`src/rtl/parking_gate_controller.sv`:
```
// rtl/parking_gate_controller.sv - single-lane parking barrier controller with occupancy tracking
//
// Purpose: arbitrates entry/exit loop requests onto one barrier, tracks the
// number of cars inside, and closes an abandoned opening after a timeout.
//
// Ports:
//   clk, rst          clock and synchronous active-high reset
//   entry_req         level request from the entry loop sensor
//   exit_req          level request from the exit loop sensor
//   sensor_pass       1-cycle pulse: a car has cleared the open barrier
//   parking_capacity  total number of spaces (quasi-static)
//   gate_open         registered barrier-open command
//   gate_dir          registered direction of the barrier (0 entry, 1 exit)
//   occupancy         registered count of cars inside
//   free_spaces       capacity minus occupancy, floored at 0
//   full              occupancy has reached capacity
//   entry_denied      1-cycle pulse for a refused entry
//   timeout           1-cycle pulse for an abandoned opening
`timescale 1ns/1ps

module parking_gate_controller #(
  parameter int TIMEOUT_CYCLES = 16
) (
  input  logic       clk,
  input  logic       rst,
  input  logic       entry_req,
  input  logic       exit_req,
  input  logic       sensor_pass,
  input  logic [7:0] parking_capacity,
  output logic       gate_open,
  output logic       gate_dir,
  output logic [7:0] occupancy,
  output logic [7:0] free_spaces,
  output logic       full,
  output logic       entry_denied,
  output logic       timeout
);

  localparam int CW = (TIMEOUT_CYCLES > 1) ? $clog2(TIMEOUT_CYCLES) : 1;
  localparam logic [CW-1:0] WAIT_LAST = CW'(TIMEOUT_CYCLES - 1);

  typedef enum logic [1:0] {IDLE, OPEN_IN, OPEN_OUT, CLOSE} state_t;

  state_t        state;
  logic [CW-1:0] wait_cnt;
  logic          last_grant;  // 0 = entry was granted last, 1 = exit
  logic          entry_ok;
  logic          exit_ok;
  logic          grant_exit;

  assign full        = (occupancy >= parking_capacity);
  // When full, capacity <= occupancy, so the subtraction would underflow.
  assign free_spaces = full ? 8'd0 : (parking_capacity - occupancy);

  always_comb begin
    entry_ok   = entry_req && !full;
    exit_ok    = exit_req && (occupancy != 8'd0);
    // On a tie, grant the direction that did not win last time.
    grant_exit = exit_ok && (!entry_ok || !last_grant);
  end

  always_ff @(posedge clk) begin
    if (rst) begin
      state        <= IDLE;
      gate_open    <= 1'b0;
      gate_dir     <= 1'b0;
      occupancy    <= 8'd0;
      wait_cnt     <= '0;
      last_grant   <= 1'b0;
      entry_denied <= 1'b0;
      timeout      <= 1'b0;
    end else begin
      entry_denied <= 1'b0;
      timeout      <= 1'b0;
      case (state)
        IDLE: begin
          wait_cnt <= '0;
          if (entry_ok || exit_ok) begin
            state      <= grant_exit ? OPEN_OUT : OPEN_IN;
            gate_open  <= 1'b1;
            gate_dir   <= grant_exit;
            last_grant <= grant_exit;
          end else if (entry_req) begin
            // entry_req without eligibility here can only mean the lot is full.
            entry_denied <= 1'b1;
          end
        end
        OPEN_IN, OPEN_OUT: begin
          if (sensor_pass) begin
            if (state == OPEN_IN) begin
              if (occupancy != 8'hFF) occupancy <= occupancy + 8'd1;
            end else begin
              if (occupancy != 8'd0) occupancy <= occupancy - 8'd1;
            end
            state     <= CLOSE;
            gate_open <= 1'b0;
          end else if (wait_cnt == WAIT_LAST) begin
            state     <= CLOSE;
            gate_open <= 1'b0;
            timeout   <= 1'b1;
          end else begin
            wait_cnt <= wait_cnt + CW'(1);
          end
        end
        CLOSE: begin
          state <= IDLE;
        end
        default: begin
          state <= IDLE;
        end
      endcase
    end
  end

endmodule

```
`config.mk`:
```
export PLATFORM = sky130hd
export DESIGN_NAME = parking_gate_controller
export DESIGN_NICKNAME = d
export VERILOG_FILES = /design/src/rtl/parking_gate_controller.sv
export SDC_FILE = /design/constraint.sdc
export NUM_CORES = 1
export LEC_CHECK = 0
export CAP_MARGIN = 25
export CORE_MARGIN = 1.5
export CORE_UTILIZATION = 30
export CTS_CLUSTER_DIAMETER = 200
export DETAILED_ROUTE_END_ITERATION = 6
export PLACE_DENSITY_LB_ADDON = 0.2
export SLEW_MARGIN = 40
export SYNTH_ARGS = -nofsm -noshare
export SYNTH_HDL_FRONTEND = slang
export SYNTH_SLANG_ARGS = --single-unit
```
`constraint.sdc`:
```
create_clock -name clk -period 3.9 [get_ports clk]
set_clock_uncertainty 0.2 [all_clocks]
set_input_delay 0.78 -clock clk [delete_from_list [all_inputs] [get_ports clk]]
set_output_delay 0.78 -clock clk [all_outputs]
set_load 0.01 [all_outputs]
```
# After elaboration in Yosys (flattened, before gate mapping)
# Index checks and enable logic that the tools add are counted.
# totals
ff_bits,18
in_bits,13
out_inout_bits,21
wordCells,62
# classes
add_sub_neg,4
n_lt_le_gt_ge,1
eq_ne,10
muxes,18
n_bitwise,2
reduce_logical,20
# op_table
op,n
8-bit 2-to-1 mux,4
"8-bit by 1-bit adder with 8-bit output, second input constant",1
8-bit greater-or-equal comparator,1
2-bit 2-to-1 mux,4
4-bit 2-to-1 mux,2
"8-bit inequality test, second input constant",1
4-bit one-hot mux with 2 select lines,1
8-bit nonzero test,1
"8-bit by 1-bit subtractor with 8-bit output, second input constant",1
8-bit subtractor,1
"2-bit inequality test, second input constant",3
2-bit one-hot mux with 3 select lines,1
3-bit AND reduction,2
3-bit OR reduction,2
1-bit 2-to-1 mux,5
"4-bit by 1-bit adder with 4-bit output, second input constant",1
"2-bit == test, second input constant",2
"4-bit == test, second input constant",1
2-bit AND reduction,2
4-bit AND reduction,1
2-bit nonzero test,2
1-bit logical AND,3
1-bit zero test,3
"3-bit inequality test, second input constant",1
7 further kinds,9

# Logic depth before layout (Yosys ltp)
# Gate-level depths: netlist of the first run.
# depth
ltp_word,9
depth_mapped,9
mapped_depth_nobuf,9

# Least setup slack after synthesis of the first run
# OpenSTA, ideal clock, no wires.
# synth_timing
kind,in2out
startpoint,input port parking_capacity[0]
endpoint,output port free_spaces[4]
t_arrival_ns,2.443
t_required_ns,2.920
slack_ns,0.477
path_stages,8
n_path_buf,0
path_cell_list,inv_1 > ha_1 > fa_1 > nand2b_1 > a211oi_2 > o21a_1 > inv_2 > nor3_1
# synth_between
elab_chain_len,2
elab_cells_between_ends,3
cone_classes,add/sub: 1; order compare: 1; mux: 1
# synth_rtl
element,line,source
start: declaration,29,"input logic [7:0] parking_capacity,"
8-bit greater-or-equal comparator,51,assign full = (occupancy >= parking_capacity);
via full,34,"output logic full,"
8-bit 2-to-1 mux,53,assign free_spaces = full ? 8'd0 : (parking_capacity - occupancy);
end: declaration,33,"output logic [7:0] free_spaces,"
# The timed path passes the listed nets, and every way through them passes these cells.

# Final worst setup path of the first run
# layout_timing
startpoint,input port parking_capacity[1]
endpoint,output port free_spaces[7]
# layout_between
elab_chain_len,2
elab_cells_between_ends,3
cone_classes,add/sub: 1; order compare: 1; mux: 1
# layout_rtl
element,line
8-bit subtractor or 8-bit greater-or-equal comparator (tied branches),"53, 51"
8-bit 2-to-1 mux (*),53
# Mark *: on every way between the ends. The rest lies on a longest branch, timed or not.

==> key figures, run 1 <==
Yosys
  • Cell count after synthesis: 202
  • Post-Syn Nets: 236
  • Number of synthesized flops with an enable pin: 0
  • Synthesized cell area: 0.00164 mm^2
  • Top post-synthesis cells by area: dfxtp_1, ha_1, nor2_1
  • Cell taking the most area after synthesis: dfxtp_1
  • Ys async rst share: 0%
  • Mapped Avg Cell Area: 8.10 um^2
  • Share of the yosys chip area belonging to registers: 22.0%
  • Synth Flop Type: dfxtp_1
  • Synthesis Warnings: 0
  • Post-synth cell types: 51
  • Post-synth top area share: 22.0%
  • Yosys reg bits: 18

Timing
  • Fin crit share: 95.8%
  • Hold Slack: 0.309 ns
  • Rel. slew slack: 51.6%
  • RSZ-0062 raised after global routing: false
  • Highest attainable clock frequency: 268 MHz
  • Fin. Hold Viols: 0
  • Crit path time final: 3.73 ns
  • Worst-Margin Slew: 0.724 ns
  • Final setup violation count: 0
  • Pins Over Slew Limit: 0

Route
  • Vias per cell: 4.85
  • Post-DRT Antenna Nets: 0
  • Number of DRC markers in iteration 0: 53
  • Post-Route WL: 4180 um
  • WL per Instance: 12.5 um
  • DRT Pass-1 Iters: 4
  • Vias: 1625
  • DRC Markers: 0

Clocking
  • Clock sink count: 18
  • CTS tree: built
  • CTS Buffer Depth: 2
  • Clock Latency Late Sink: 0.26 ns
  • H-tree depth: 1
  • CTS Root Buffer Type: clkbuf_8
  • # hold bufs at CTS: 0
  • CTS Buf Count: 3
  • Reg clk slew, reported paths: 0.07 ns

Cells and area
  • Final instance area: 0.00230 mm^2
  • Fin cells: 335
  • Layout Nets: 300
  • N_diodes: 0
  • Layout area overhead: 40.6%
  • # fillers: 536
  • Layout cells sized above 1: 19.2%

Global routing
  • Largest net degree at the start of global routing: 18
  • Met1 Track Usage GR: 20.5%
  • GR Util All Layers: 15.2%
  • GR Util met3: 2.74%
  • GR peak layer: met2
  • Met2 usage: 25.5%
  • Global-route wire length before repair: 7360 um
  • Vias in the first global route: 1526
  • Remaining Overflow, GRT: 0
  • Initial antenna violation count: 0

Power and ir drop
  • NetSw: 995 uW
  • Comb power frac: 78.8%
  • VDD IR-drop max: 0.455 mV
  • P_int: 1190 uW
  • Leakage Power: 0.00100 uW
  • Part of the power in the clock network: 7.2%
  • Sequential share of power: 13.9%
  • Net Sw Frac: 45.5%
  • Pwr dens: 950 mW/mm^2

Placement
  • Routability Congestion: 0.807
  • Dpl cells: 328
  • Hpwl dp: 3340 um
  • PortBufs: 33
  • Placed cell areas: 0.00223 mm^2

Critical path
  • Crit path capture: free_spaces[7]
  • Startpoint Class: primary input
  • R2r worst-path depth: 9
  • Critical path startpoint: parking_capacity[1]
  • Crit path DAT: 2.75 ns
  • Critical path endpoint category: primary output
  • Worst R2R Start: state[1]$_SDFFE_PP0P_
  • Critical path type: primary input to primary output
  • FF-to-FF End: occupancy[7]$_SDFFE_PP0P_
  • Worst path required time: 2.92 ns
  • Worst-path fanout max: 3
  • Setup slack, reg-to-reg: 1.21 ns

Outcome
  • Status: complete, no violations

Die
  • Die area: 0.00590 mm^2
  • Row count: 26
  • Initial Util: 31.6%
  • Die H: 76.8 um
  • I/O Pins: 34
  • Die Width: 76.8 um
  • Core area: 0.00517 mm^2

Flow run
  • # Max-Cap Violations: 0

Worst hold path
  • Min-delay src: last_grant$_SDFFE_PP0P_
  • Hold Crit Class: flop to flop
what timing repair did:
item	in CTS	in global routing
setup buffers	2	1
endpoints found under the hold margin	0	0
pin swaps	2	3
gates resized for setup	23	2
endpoints found under the setup margin	9	9
final cells by class:
class / count / area [um^2] / area share, %
repair buffers: 62 / 524 / 22.8
well taps: 70 / 87.6 / 3.81
clock buffers: 4 / 55.1 / 2.39
inverters: 24 / 90.1 / 3.92
multi-input cells: 157 / 1180 / 51.4
flip-flops and latches: 18 / 360 / 15.7
Yosys cell counts (2+ instances only):
master      n
or3_1       2
o21a_1      3
o31ai_1     2
o211ai_1    2
nand2b_1    4
a211oi_1    4
clkbuf_1    2
nor2_1     28
nor3_1      6
o21bai_1    2
dfxtp_1    18
ha_1       19
inv_1      23
o211ai_2    2
nor4b_1     2
xnor2_1     3
nor4_4      2
o2111ai_1   2
nand2_1    12
a21oi_1    10
a211oi_2    2
nand3_1     5
o21ai_0     5
mux2i_1     6
fa_1        2
nand4_1     5
xor2_1      5
kinds of logic (layout without fill, tap and decap cells):
kind of cell | after synthesis | in the layout | share of synthesized area [%]
compound gates | 48 | 48 | 22.5
xor+xnor | 8 | 8 | 4.28
fa+ha+maj | 21 | 21 | 17.0
buf+inv | 27 | 90 | 6.43
flops | 18 | 18 | 22.0
mux | 7 | 7 | 4.36
simple gates | 73 | 73 | 23.4
sequential cells by signal (all words and copies together) (netlist names):
register	flops
entry_denied	1
last_grant	1
state	2
gate_open	1
timeout	1
occupancy	8
wait_cnt	4
per-stage QoR:
stage	setup WS, ns	total power, uW	setup TNS [ns]	utilization [%]
3_3_place_gp	-0.402	2060	-3.00	43.2
2_1_floorplan	0.477	1430	0	-
3_5_place_dp	-0.425	2080	-3.24	43.2
4_1_cts	-0.00974	2210	-0.00974	44.2
5_1_grt	0.0631	2420	0	44.5
6_report	0.166	2190	0	44.5
metal layers:
| layer | part of all wire, % | vias to the layer above |
|---|---|---|
| met5 | 0 | - |
| met4 | 0.55 | 0 |
| met3 | 3.0 | 2 |
| met2 | 47 | 29 |
| met1 | 50 | 736 |
| li1 | - | 858 |
power by group through the flow:
stage | Clock, uW | Combinational [uW] | Sequential (uW)
6_report | 158 | 1720 | 305
5_1_grt | 170 | 1940 | 315
4_1_cts | 169 | 1730 | 307
3_5_place_dp | 0 | 1770 | 312
3_3_place_gp | 0 | 1750 | 311
2_1_floorplan | 0 | 1070 | 359
placed cells by master (no fill, tap or decap), types with 2 or more instances in the layout:
cell type        Yosys  final
a211oi_1             4      4
a211oi_2             2      2
nor4b_1              2      2
clkbuf_8             0      4
nand2_1             12     12
o211ai_1             2      2
mux2i_1              6      6
o21bai_1             2      2
xnor2_1              3      3
nor4_4               2      2
dfxtp_1             18     18
ha_1                19     18
nand3_1              5      5
o31ai_1              2      2
clkdlybuf4s50_1      0     23
nand4_1              5      5
inv_1               23     23
a21oi_1             10     10
o211ai_2             2      2
nor2_1              28     28
o21a_1               3      3
buf_2                0      4
buf_4                1     29
o21ai_0              5      5
xor2_1               5      5
dlygate4sd2_1        0      5
o2111ai_1            2      2
nor3_1               6      6
nand2b_1             4      3
or3_1                2      2
worst min path at each step:
| stage | to | slack, ns | cells after the start |
|---|---|---|---|
| floorplan | timeout$_SDFF_PP0_ | 0.28 | 2 |
| global route | last_grant$_SDFFE_PP0P_ | 0.34 | 2 |
| finish | last_grant$_SDFFE_PP0P_ | 0.31 | 2 |
| global placement | last_grant$_SDFFE_PP0P_ | 0.31 | 2 |
| CTS | last_grant$_SDFFE_PP0P_ | 0.32 | 2 |
| detailed placement | last_grant$_SDFFE_PP0P_ | 0.30 | 2 |
worst max-delay path, stage by stage:
cell,delay (ns)
clkdlybuf4s50_1,0.50
inv_1,0.06
fa_2,0.34
nand2b_4,0.16
a211oi_2,0.21
o21a_1,0.19
buf_4,0.11
buf_4,0.10
nand2_1,0.04
mux2i_1,0.11
buf_2,0.14
Note: power is estimated with default switching activity, not from simulation.
==> run 2, diff against run 1 <==
--- a/config.mk
+++ b/config.mk
@@ -7,7 +7,7 @@
 export LEC_CHECK = 0
 export CAP_MARGIN = 25
 export CORE_MARGIN = 1.5
-export CORE_UTILIZATION = 30
+export CORE_UTILIZATION = 25
 export CTS_CLUSTER_DIAMETER = 200
 export DETAILED_ROUTE_END_ITERATION = 6
 export PLACE_DENSITY_LB_ADDON = 0.2
==> key figures, run 2 (synthesis gave the netlist of run 1 again) <==
Outcome
  • Status: complete, no violations

Power and ir drop
  • Pwr dens: 946 mW/mm^2
  • Comb power frac: 80.2%
  • Sequential share of power: 13.2%
  • P_int: 1290 uW
  • VDD IR-drop max: 0.346 mV
  • NetSw: 1090 uW
  • Part of the power in the clock network: 6.6%
  • Leakage Power: 0.00107 uW
  • Net Sw Frac: 45.9%

Placement
  • Hpwl dp: 3450 um
  • Post-Place Setup Slack: -0.467 ns
  • Placed cell areas: 0.00222 mm^2
  • PortBufs: 33
  • Routability Congestion: 0.734

Critical path
  • R2r worst-path depth: 19
  • Worst path required time: 3.85 ns
  • Startpoint Class: primary input
  • Worst-path fanout max: 5
  • Crit path DAT: 3.80 ns
  • Critical path endpoint category: flop
  • Critical path type: primary input to flop

Clocking
  • CTS Root Buffer Type: clkbuf_8
  • Clock Latency Late Sink: 0.25 ns
  • Reg clk slew, reported paths: 0.08 ns
  • CTS Buf Count: 3
  • Clock sink count: 18
  • CTS tree: built
  • CTS Buffer Depth: 2
  • # hold bufs at CTS: 0
  • H-tree depth: 1

Cells and area
  • Largest regs: occupancy x8, wait_cnt x4, state x2
  • Footprint of the multi-input gates: 0.00132 mm^2
  • Layout Nets: 309
  • Top reg by flops: occupancy
  • Max reg flops: 8
  • Commonest non-fill, non-tap cells in the layout: buf_4, nor2_1, inv_1
  • Register area: 360 um^2
  • N_diodes: 0
  • # fillers: 627
  • Commonest non-fill, non-tap cell in the layout: buf_4
  • Layout cells sized above 1: 26.3%
  • Layout area overhead: 54.2%
  • Final instance area: 0.00252 mm^2

Route
  • Post-DRT Antenna Nets: 0
  • Vias per cell: 4.83
  • Vias: 1695
  • Post-Route WL: 4660 um
  • DRC Markers: 0
  • DRT Pass-1 Iters: 4
  • WL per Instance: 13.3 um
  • Number of DRC markers in iteration 0: 41

Global routing
  • Vias in the first global route: 1660
  • Initial antenna violation count: 0
  • Global-route wire length before repair: 7870 um
  • Largest net degree at the start of global routing: 18
  • GR Util All Layers: 13.3%
  • Remaining Overflow, GRT: 0

Timing
  • Rel. slew slack: 46.0%
  • Fin crit share: 98.5%
  • Hold Slack: 0.319 ns
  • Pins Over Slew Limit: 0
  • Fin. Hold Viols: 0
  • Final setup violation count: 0
  • Worst-Margin Slew: 0.808 ns
  • Final setup margin: 0.0594 ns
  • Highest attainable clock frequency: 260 MHz
  • Crit path time final: 3.84 ns

Worst hold path
  • Worst Hold Path Cells: 2
  • Hold Crit Class: flop to flop

Die
  • Die H: 83.9 um
  • I/O Pins: 34
  • Row count: 29
  • Core area: 0.00635 mm^2
  • Die Width: 83.9 um
  • Die area: 0.00704 mm^2
  • Initial Util: 25.8%

Flow run
  • # Max-Cap Violations: 0
run 2: changes by cell type in the layout (fill, tap and decap cells not counted), sizes merged:
| cell | change |
|---|---|
| clkdlybuf4s50 | -2 |
| buf | +9 |
| dlymetal6s2s | +1 |
| clkdlybuf4s15 | +1 |
run 2: metal layers:
layer  up-vias  track usage, %  wire length [um]
met5         -               0                 0
met4         0            2.38                40
met3         4            1.48               177
met2        36            23.2              2290
met1       786            17.9              2150
li1        869               -                 -
run 2: layout make-up:
class / instances / area share, %
multi-input cells: 157 / 52.4
clock buffers: 4 / 2.18
inverters: 24 / 3.57
repair buffers: 71 / 23.7
well taps: 77 / 3.82
flip-flops and latches: 18 / 14.3
run 2: repair_timing:
action / 4_1_cts / 5_1_grt
setup buffers: 17 / 1
pin swaps: 8 / 9
setup endpoints to repair: 9 / 5
gates resized for setup: 34 / 14
run 2: power by group through the flow:
stage / registers, uW / clock network, uW / logic [uW]
2_1_floorplan: 359 / 0 / 1070
3_3_place_gp: 321 / 0 / 1730
3_5_place_dp: 322 / 0 / 1740
4_1_cts: 317 / 158 / 1820
5_1_grt: 323 / 170 / 2140
6_report: 315 / 156 / 1910
run 2: path summary, 6_finish.rpt:
check | startpoint | endpoint | slack (ns)
worst min register to register | wait_cnt[3]$_SDFFE_PP0P_ | timeout$_SDFF_PP0_ | 0.32
worst max register to register | occupancy[7]$_SDFFE_PP0P_ | state[0]$_SDFFE_PP0P_ | 0.45
worst max-delay path | parking_capacity[4] | state[0]$_SDFFE_PP0P_ | 0.06
worst min-delay path | wait_cnt[3]$_SDFFE_PP0P_ | timeout$_SDFF_PP0_ | 0.32
run 2: through the flow:
step / util (%) / TNS, ns / power [uW] / cells
floorplan: - / 0 / 1430 / 202
global placement: 35.0 / -3.31 / 2050 / 332
detailed placement: 35.0 / -3.51 / 2070 / 332
CTS: 38.0 / 0 / 2290 / 350
global route: 39.7 / -0.00916 / 2640 / 351
finish: 39.7 / 0 / 2380 / 351
run 2: critical path, stage by stage:
cell	delay (ns)
clkdlybuf4s50_1	0.54
ha_4	0.23
nand4_1	0.13
a211oi_4	0.05
buf_4	0.14
buf_4	0.12
buf_4	0.12
buf_4	0.12
buf_4	0.12
buf_4	0.12
buf_4	0.12
buf_4	0.12
buf_4	0.13
buf_4	0.12
buf_4	0.12
buf_6	0.11
o211ai_4	0.27
a2111oi_4	0.12
a31o_1	0.21
==> run 3, diff against run 2 <==
--- a/config.mk
+++ b/config.mk
@@ -10,7 +10,7 @@
 export CORE_UTILIZATION = 25
 export CTS_CLUSTER_DIAMETER = 200
 export DETAILED_ROUTE_END_ITERATION = 6
-export PLACE_DENSITY_LB_ADDON = 0.2
+export PLACE_DENSITY = 0.52
 export SLEW_MARGIN = 40
 export SYNTH_ARGS = -nofsm -noshare
 export SYNTH_HDL_FRONTEND = slang
==> key figures, run 3 (synthesis gave the netlist of run 1 again) <==
Outcome
  • Status: complete, no violations

Placement
  • Hpwl dp: 3380 um
  • Placed cell areas: 0.00222 mm^2
  • Dpl cells: 331
  • PortBufs: 33
  • Routability Congestion: 0.782

Critical path
  • Slowest stage delay, CP: 0.42 ns
  • CP Cell Sequence: clkdlybuf4s50_1 > buf_4 > ha_1 > nor2b_1 > o21ai_1 > a21oi_1 > buf_4 > o31a_1 > nor3_2 > buf_2
  • CP dominant cell by count: buf_4
  • Crit-path leading delay family: buffers and inverters
  • Slowest cell on crit path: clkdlybuf4s50_1
  • Critical path endpoint category: primary output
  • Critical path startpoint: parking_capacity[1]
  • CP bufs+invs: 4
  • Startpoint Class: primary input
  • Critical path type: primary input to primary output
  • Worst path required time: 2.92 ns
  • WP depth: 10
  • Worst-path fanout max: 2
  • Worst R2R Start: state[1]$_SDFFE_PP0P_
  • Crit path DAT: 2.79 ns
  • FF-to-FF End: occupancy[7]$_SDFFE_PP0P_
  • Setup slack, reg-to-reg: 1.20 ns
  • Crit path capture: free_spaces[5]
  • R2r worst-path depth: 9

Cells and area
  • Layout Nets: 300
  • Layout cells sized above 1: 22.3%
  • Top reg by flops: occupancy
  • Largest regs: occupancy x8, wait_cnt x4, state x2
  • # fillers: 659
  • Final instance area: 0.00234 mm^2
  • Layout area overhead: 42.8%
  • N_diodes: 0
  • Fin cells: 342
  • Commonest non-fill, non-tap cell in the layout: nor2_1
  • Commonest non-fill, non-tap cells in the layout: nor2_1, buf_4, inv_1, clkdlybuf4s50_1
  • Max reg flops: 8

Power and ir drop
  • VDD IR-drop max: 0.360 mV
  • Pwr dens: 965 mW/mm^2
  • Leakage Power: 0.00101 uW

Global routing
  • Global-route wire length before repair: 6830 um
  • Largest net degree at the start of global routing: 18
  • Remaining Overflow, GRT: 0
  • Initial antenna violation count: 0
  • Vias in the first global route: 1528
  • GR Util All Layers: 11.9%

Timing
  • Highest attainable clock frequency: 265 MHz
  • Fin. Hold Viols: 0
  • Pins Over Slew Limit: 0
  • Hold Slack: 0.323 ns
  • Final setup violation count: 0
  • Fin crit share: 96.8%
  • Worst-Margin Slew: 0.714 ns
  • Rel. slew slack: 52.2%
  • RSZ-0062 raised after global routing: false
  • Crit path time final: 3.77 ns
  • Setup TNS: 0 ns

Route
  • Post-Route WL: 4290 um
  • Number of DRC markers in iteration 0: 47
  • Post-DRT Antenna Nets: 0
  • DRT Pass-1 Iters: 4
  • Vias: 1625
  • WL per Instance: 12.5 um
  • Vias per cell: 4.75
  • DRC Markers: 0

Clocking
  • Reg clk slew, reported paths: 0.07 ns
  • CTS Root Buffer Type: clkbuf_8
  • CTS tree: built
  • Clock Latency Late Sink: 0.26 ns
  • CTS Buf Count: 3
  • Clock sink count: 18
  • # hold bufs at CTS: 0
  • CTS Buffer Depth: 2
  • H-tree depth: 1

Die
  • Core area: 0.00635 mm^2
  • Row count: 29
  • Die area: 0.00704 mm^2
  • Initial Util: 25.8%
  • I/O Pins: 34
  • Die H: 83.9 um
  • Die Width: 83.9 um

Flow run
  • # Max-Cap Violations: 0

Worst hold path
  • Hold Crit Class: flop to flop
  • Min-delay src: last_grant$_SDFFE_PP0P_
==> run 3: cell types whose count changed in the layout (fill, tap and decap cells not counted), moves of 4 or more <==
cell,delta
buf_2,+4
buf_4,-10
dlygate4sd2_1,-4
ha_1,+6
ha_4,-6
==> run 3: repair_timing <==
| item | CTS | global route |
|---|---|---|
| pin swaps | 2 | 5 |
| gates cloned | 0 | 0 |
| gates resized for setup | 32 | 12 |
| buffers inserted | 5 | 2 |
| setup endpoints to repair | 9 | 8 |
| hold endpoints to repair | 0 | 0 |
==> run 3: layout make-up <==
type,instances,area (um^2),area share [%]
Clock buffer,4,55.1,2.36
Timing Repair Buffer,62,526,22.5
Multi-Input combinational cell,157,1210,51.7
Tap cell,77,96.3,4.12
Inverter,24,90.1,3.86
Sequential cell,18,360,15.4
==> run 3: worst min-delay path by stage <==
| stage | slack, ns | end | cells after the start |
|---|---|---|---|
| 2_1_floorplan | 0.28 | timeout$_SDFF_PP0_ | 2 |
| 3_3_place_gp | 0.31 | last_grant$_SDFFE_PP0P_ | 2 |
| 5_1_grt | 0.35 | last_grant$_SDFFE_PP0P_ | 2 |
| 3_5_place_dp | 0.30 | last_grant$_SDFFE_PP0P_ | 2 |
| 4_1_cts | 0.32 | last_grant$_SDFFE_PP0P_ | 2 |
| 6_report | 0.32 | last_grant$_SDFFE_PP0P_ | 2 |
==> run 3: metrics by stage <==
stage	power, uW	utilization [%]	worst slack [ns]
2_1_floorplan	1430	-	0.477
3_3_place_gp	2060	35.0	-0.472
3_5_place_dp	2070	35.0	-0.513
4_1_cts	2230	36.4	-0.0253
5_1_grt	2470	36.8	0.0221
6_report	2250	36.8	0.126
==> run 3: worst min-delay path, cell delays in order (launching register included) <==
cell and delay, ns:
dfxtp_1 0.34, nand2_1 0.07, o21a_1 0.09
==> run 3: layer usage <==
metal  vias to the layer above  track usage, %  share of wire (%)  wire length [um]
met1                       747            14.8                 47              2020
met5                         -               0                  0                 0
met2                        21            20.9                 49              2110
met4                         0            4.92                1.5                65
li1                        852               -                  -                 -
met3                         5            1.19                2.2                95
==> run 3: report_power, final <==
part	switching (uW)	internal, uW
clock	69.1	89.9
combinational	894	882
sequential	74.5	245
